==> config.mk <==
export PLATFORM = sky130hd
export DESIGN_NAME = uart_tx_simple
export DESIGN_NICKNAME = d
export VERILOG_FILES = /design/src/rtl/uart_tx_simple.sv
export SDC_FILE = /design/constraint.sdc
export NUM_CORES = 1
export LEC_CHECK = 0
export BUFFER_PORTS_ARGS = -buffer_cell sky130_fd_sc_hd__buf_2
export CORE_AREA = 2 2 59 61
export CTS_CLUSTER_DIAMETER = 50
export DETAILED_ROUTE_END_ITERATION = 16
export DIE_AREA = 0 0 61 63
export HOLD_SLACK_MARGIN = 0.15
export PLACE_DENSITY_LB_ADDON = 0.3
export SLEW_MARGIN = 40
export SYNTH_ARGS = -nofsm -noshare
export SYNTH_HDL_FRONTEND = slang
export SYNTH_SLANG_ARGS = --single-unit
==> constraint.sdc <==
create_clock -name clk -period 2.01 [get_ports clk]
set_input_delay 0.201 -clock clk [delete_from_list [all_inputs] [get_ports clk]]
set_output_delay 0.201 -clock clk [all_outputs]
set_load 0.05 [all_outputs]
==> src/rtl/uart_tx_simple.sv <==
// uart_tx_simple: UART transmitter, one byte per frame (start, 8 data LSB first, optional parity, 1-2 stop bits)
// Ports:
//   clk        sole clock, rising edge
//   rst_n      asynchronous active-low reset
//   tx_byte    byte to send, sampled on an accepted handshake
//   tx_valid   host offers tx_byte
//   tx_ready   block can accept a byte this cycle (registered)
//   serial_tx  UART line, idle high (registered)
//   tx_busy    frame in progress (registered)
//   tx_done    one-cycle pulse on the final clock of the last stop bit (registered)
// Build option: define UART_TX_FIFO_EN for a 4-entry input FIFO that chains frames with no idle gap.
module uart_tx_simple #(
   parameter int BAUD_RATE   = 115200,
   parameter int PARITY      = 0,
   parameter int STOP        = 1,
   parameter int CLK_FREQ_HZ = 33330000
) (
   input  logic       clk,
   input  logic       rst_n,
   input  logic [7:0] tx_byte,
   input  logic       tx_valid,
   output logic       tx_ready,
   output logic       serial_tx,
   output logic       tx_busy,
   output logic       tx_done
);
   localparam int CPB = CLK_FREQ_HZ / BAUD_RATE;
   localparam int CW  = (CPB > 1) ? $clog2(CPB) : 1;
   localparam logic [CW-1:0] LAST_CNT  = CW'(CPB - 1);
   localparam logic [2:0]    LAST_STOP = 3'(STOP - 1);

   if (PARITY < 0 || PARITY > 2) begin : g_bad_parity
      $error("uart_tx_simple: PARITY must be 0, 1 or 2");
   end
   if (STOP < 1 || STOP > 2) begin : g_bad_stop
      $error("uart_tx_simple: STOP must be 1 or 2");
   end

   typedef enum logic [2:0] {S_IDLE, S_START, S_DATA, S_PAR, S_STOP} state_t;

   state_t          state_q, state_d;
   logic [CW-1:0]   cnt_q, cnt_d;
   logic [2:0]      bit_q, bit_d;
   logic [7:0]      shift_q, shift_d;
   logic            par_q, par_d;
   logic            tx_q, tx_d;
   logic            ready_q, ready_d;
   logic            busy_q, busy_d;
   logic            done_q, done_d;
   logic            bit_end;
   logic            avail;
   logic            take;
   logic [7:0]      head;

   assign bit_end = cnt_q == LAST_CNT;

`ifdef UART_TX_FIFO_EN
   logic [7:0] mem_q [4];
   logic [1:0] wr_q, rd_q;
   logic [2:0] fcnt_q, fcnt_d;
   logic       push;

   assign push    = tx_valid & ready_q;
   assign avail   = fcnt_q != 3'd0;
   assign head    = mem_q[rd_q];
   assign fcnt_d  = fcnt_q + {2'b00, push} - {2'b00, take};
   assign ready_d = fcnt_d != 3'd4;

   always_ff @(posedge clk) begin
      if (push) mem_q[wr_q] <= tx_byte;
   end

   always_ff @(posedge clk or negedge rst_n) begin
      if (!rst_n) begin
         wr_q   <= '0;
         rd_q   <= '0;
         fcnt_q <= '0;
      end else begin
         wr_q   <= wr_q + {1'b0, push};
         rd_q   <= rd_q + {1'b0, take};
         fcnt_q <= fcnt_d;
      end
   end
`else
   // Without the FIFO, ready is only high in IDLE, so a byte can never be taken mid-frame.
   assign avail   = tx_valid & ready_q;
   assign head    = tx_byte;
   assign ready_d = state_d == S_IDLE;
`endif

   always_comb begin
      state_d = state_q;
      shift_d = shift_q;
      par_d   = par_q;
      bit_d   = bit_q;
      take    = 1'b0;
      case (state_q)
         S_IDLE:  take = avail;
         S_START: if (bit_end) state_d = S_DATA;
         S_DATA:  if (bit_end) begin
            shift_d = shift_q >> 1;
            bit_d   = bit_q + 3'd1;
            if (bit_q == 3'd7) state_d = (PARITY != 0) ? S_PAR : S_STOP;
         end
         S_PAR:   if (bit_end) state_d = S_STOP;
         S_STOP:  if (bit_end) begin
            bit_d = (bit_q == LAST_STOP) ? 3'd0 : bit_q + 3'd1;
            if (bit_q == LAST_STOP) begin
               state_d = S_IDLE;
               take    = avail;
            end
         end
         default: state_d = S_IDLE;
      endcase
      if (take) begin
         state_d = S_START;
         shift_d = head;
         par_d   = (PARITY == 1) ? ~^head : ^head;
      end
      cnt_d   = (state_q == S_IDLE || bit_end) ? '0 : cnt_q + 1'b1;
      // Outputs are derived from next state so the registered line moves in step with the FSM.
      tx_d    = (state_d == S_START) ? 1'b0 :
                (state_d == S_DATA)  ? shift_d[0] :
                (state_d == S_PAR)   ? par_d : 1'b1;
      busy_d  = state_d != S_IDLE;
      done_d  = (state_d == S_STOP) && (bit_d == LAST_STOP) && (cnt_d == LAST_CNT);
   end

   always_ff @(posedge clk or negedge rst_n) begin
      if (!rst_n) begin
         state_q <= S_IDLE;
         cnt_q   <= '0;
         bit_q   <= '0;
         shift_q <= '0;
         par_q   <= 1'b0;
         tx_q    <= 1'b1;
         ready_q <= 1'b1;
         busy_q  <= 1'b0;
         done_q  <= 1'b0;
      end else begin
         state_q <= state_d;
         cnt_q   <= cnt_d;
         bit_q   <= bit_d;
         shift_q <= shift_d;
         par_q   <= par_d;
         tx_q    <= tx_d;
         ready_q <= ready_d;
         busy_q  <= busy_d;
         done_q  <= done_d;
      end
   end

   assign serial_tx = tx_q;
   assign tx_ready  = ready_q;
   assign tx_busy   = busy_q;
   assign tx_done   = done_q;
endmodule

==> impl_metrics.csv <==
group,metric,value,unit
place,gp_congestion,0.8587,
clock_tree,numCtsBuffers,3,
cells_and_area,fillers,258,
route,via_count,1265,
sta,max-slew-margin-rel,0.5882,
route,antenna_left,0,
floorplanning,io_pins,15,
worst_setup_path,path_max_fanout,3,
yosys,synth_nets,170,
yosys,syn_area_per_cell,10.27,um^2
sta,maxSlewViolCount,0,
route,drt_wl_total,3180,um
min_path,hold_depth,3,
worst_setup_path,critical_path_arrival,2380,ps
yosys,netlist_area,1582,um^2
power_and_ir_drop,leakagePower,0.9240,nW
worst_setup_path,reg2reg_to,"tx_done",
power_and_ir_drop,total_power,1.692,mW
worst_setup_path,reg2reg_from,"cnt_q[0]",
cells_and_area,final_cell_area,2004,um^2
sta,finalHoldViolations,0,
sta,grt_setup_unrepaired,"yes",
cells_and_area,final_nets,217,
yosys,postSynthCellCount,154,
min_path,min-delay-start,"tx_byte[2]",
worst_setup_path,critPathRequiredTime,2270,ps
worst_setup_path,r2r_setup_slack,-110,ps
place,dpl.hpwl,2393,um
min_path,min_to,"shift_q[2]",
sta,final.min_clock_period,2120,ps
sta,fin_ws,-109.6,ps
yosys,ys_ff_latch,28,
sta,fmax,471.8,MHz
route,drt_iter0_drc,48,
clock_tree,cts_tree,"yes",
yosys,synth_edf_count,0,
place,numPortBuffers,14,
sta,hold_slack,170.1,ps
clock_tree,path_clk_slew,140,ps
yosys,yosys.area.top_type_share,0.4114,
yosys,synthTopCellsByCount,"dfrtp_1 (26), nor2_1 (13), o21ai_0 (11), inv_1 (10), xnor2_1 (10)",
sta,setup_violations,13,
route,drt-wirelength-per-cell,12.93,um
clock_tree,max-clock-path-buffers,2,
global_route,met2_usage,0.2997,
place,post_dp_cell_area,1854,um^2
global_route,met3_usage,0.03106,
floorplanning,start_util,0.4894,
floorplanning,die_h,63,um
floorplanning,core_area,3232,um^2
clock_tree,root_buffer,"clkbuf_4",
yosys,async_flop_share,1.000,
global_route,grt_pass1_wl,5492,um
run_status,violations,"negative setup slack",
power_and_ir_drop,peakVddDrop,0.4183,mV
route,drc,0,
global_route,grt-ovfl-total,0,
worst_setup_path,crit_path_end_kind,"register",
sta,worst_slew_pin_slew,617.7,ps
yosys,synth.yosys.seq_area_share,0.4446,
worst_setup_path,startpoint_type,"register",
route,drt_pre_antenna_iters,4,
run_status,status,"finished with violations",
floorplanning,die_area,3843,um^2
yosys,synth.largest_area_cell,"dfrtp_1",
global_route,use_met1,0.2598,
global_route,grt.total_usage,0.1852,
flow_run,cap_violations,0,
sta,post-route-period-util,1.055,
yosys,synthFlopType,"dfrtp_1",
yosys,yosys-top-cells-area,"dfrtp_1 (41%), xnor2_1 (5.5%), ha_1 (4.0%)",
route,vias_per_cell,5.142,
cells_and_area,drive_gt1_frac,0.3250,
yosys,synth_cell_type_count,46,
clock_tree,htree_levels,1,
sta,skew,3.710,ps
yosys,ys_warn_count,0,
worst_setup_path,r2r_cells,7,
min_path,min_path_type,"primary input to register",
global_route,grt_antenna_before_repair,0,
global_route,grt_max_degree,29,
worst_setup_path,crit_type,"register to register",
power_and_ir_drop,powerDensity,844.2,nW/um^2
place,place_ws,-70.75,ps
global_route,busiest_layer,"met2",
floorplanning,rows,21,
clock_tree,clk_latency,320,ps
global_route,grt_pass1_vias,1205,
cells_and_area,area_growth,26.74,%
clock_tree,clock_sinks,28,
yosys,synth.most_common_cell,"dfrtp_1",
cells_and_area,n_antenna_cell,0,
floorplanning,die_w,61,um
## power by group
part	total (mW)	switching [mW]	internal (mW)
registers	0.799	0.0817	0.717
clock network	0.266	0.155	0.111
logic	0.628	0.352	0.275
## state kept, by name, summed over array words and instances (netlist names), 3 cells and up
| name | cells |
|---|---|
| cnt_q | 9 |
| shift_q | 8 |
| bit_q | 3 |
| state_q | 3 |
## worst max path at each step
| stage | slack [ps] | startpoint | cells past startpoint | end |
|---|---|---|---|---|
| final | -110 | cnt_q[0] | 7 | tx_done |
| after global routing | -220 | cnt_q[1] | 8 | shift_q[3] |
| after CTS | -110 | cnt_q[0] | 8 | shift_q[4] |
| after detailed placement | -70 | cnt_q[0] | 8 | shift_q[2] |
| after global placement | -6 | cnt_q[0] | 8 | tx_done |
| after floorplan | -60 | cnt_q[0] | 7 | tx_done |
## logic make-up after synthesis
family	after synthesis	synth area share
xor gates and xnor gates	15	0.08307
AOI/OAI and AO/OA	29	0.1297
adders and majority gates	5	0.03956
muxes	4	0.02611
buffers and inverters	16	0.05538
DFF	28	0.4446
and+or+nand+nor	57	0.2215
## cell type report
type / instances / area, um^2 / share of cell area
well taps: 46 / 57.56 / 0.02871
inverters: 10 / 37.54 / 0.01873
multi-input cells: 110 / 823.3 / 0.4107
clock buffers: 4 / 36.28 / 0.01810
repair buffers: 48 / 346.6 / 0.1729
flip-flops and latches: 28 / 703.2 / 0.3508
## stage by stage
stage                     std cells    util  setup TNS (ps)
after global routing            246  0.6202           -2593
after floorplan                 154       -          -219.2
after detailed placement        233  0.5738          -534.7
after global placement          233  0.5738          -16.75
after CTS                       244  0.6078          -928.5
final                           246  0.6202          -930.2
## worst max-delay path, cell delays in order (launching register included)
cell       delay (ps)
dfrtp_1           400
inv_1              60
ha_1              150
or4bb_4           490
nor4_4            310
nand2_2           100
a2111oi_4         300
and4b_1           250
## layout by cell type, fill, tap and decap left out, types with 2 or more instances in the layout
cell	instances
a22oi_1	5
a31oi_1	2
and3_1	3
buf_2	14
buf_4	26
clkbuf_4	3
dfrtp_1	26
dfstp_2	2
dlygate4sd3_1	7
ha_1	5
inv_1	10
mux2i_1	3
nand2_1	8
nand2b_1	2
nand3_1	7
nor2_1	13
nor4b_1	2
o211ai_1	3
o21ai_0	5
o21ai_1	5
o22ai_1	2
or2b_2	2
or3_1	2
or3_4	2
xnor2_1	10
xor2_1	5
## per-layer routing
layer,up-vias,wire length (um)
met3,2,70
met5,-,0
met1,603,1528
met2,23,1568
met4,0,13
li1,637,-
## what timing repair did
action / in CTS / in global routing
cloned: 0 / 0
endpoints found under the hold margin: 32 / 0
endpoints found under the setup margin: 12 / 15
hold buffers: 7 / 0
gates resized for setup: 2 / 6
setup buffers: 0 / 2
(Power assumes the default switching activity.)
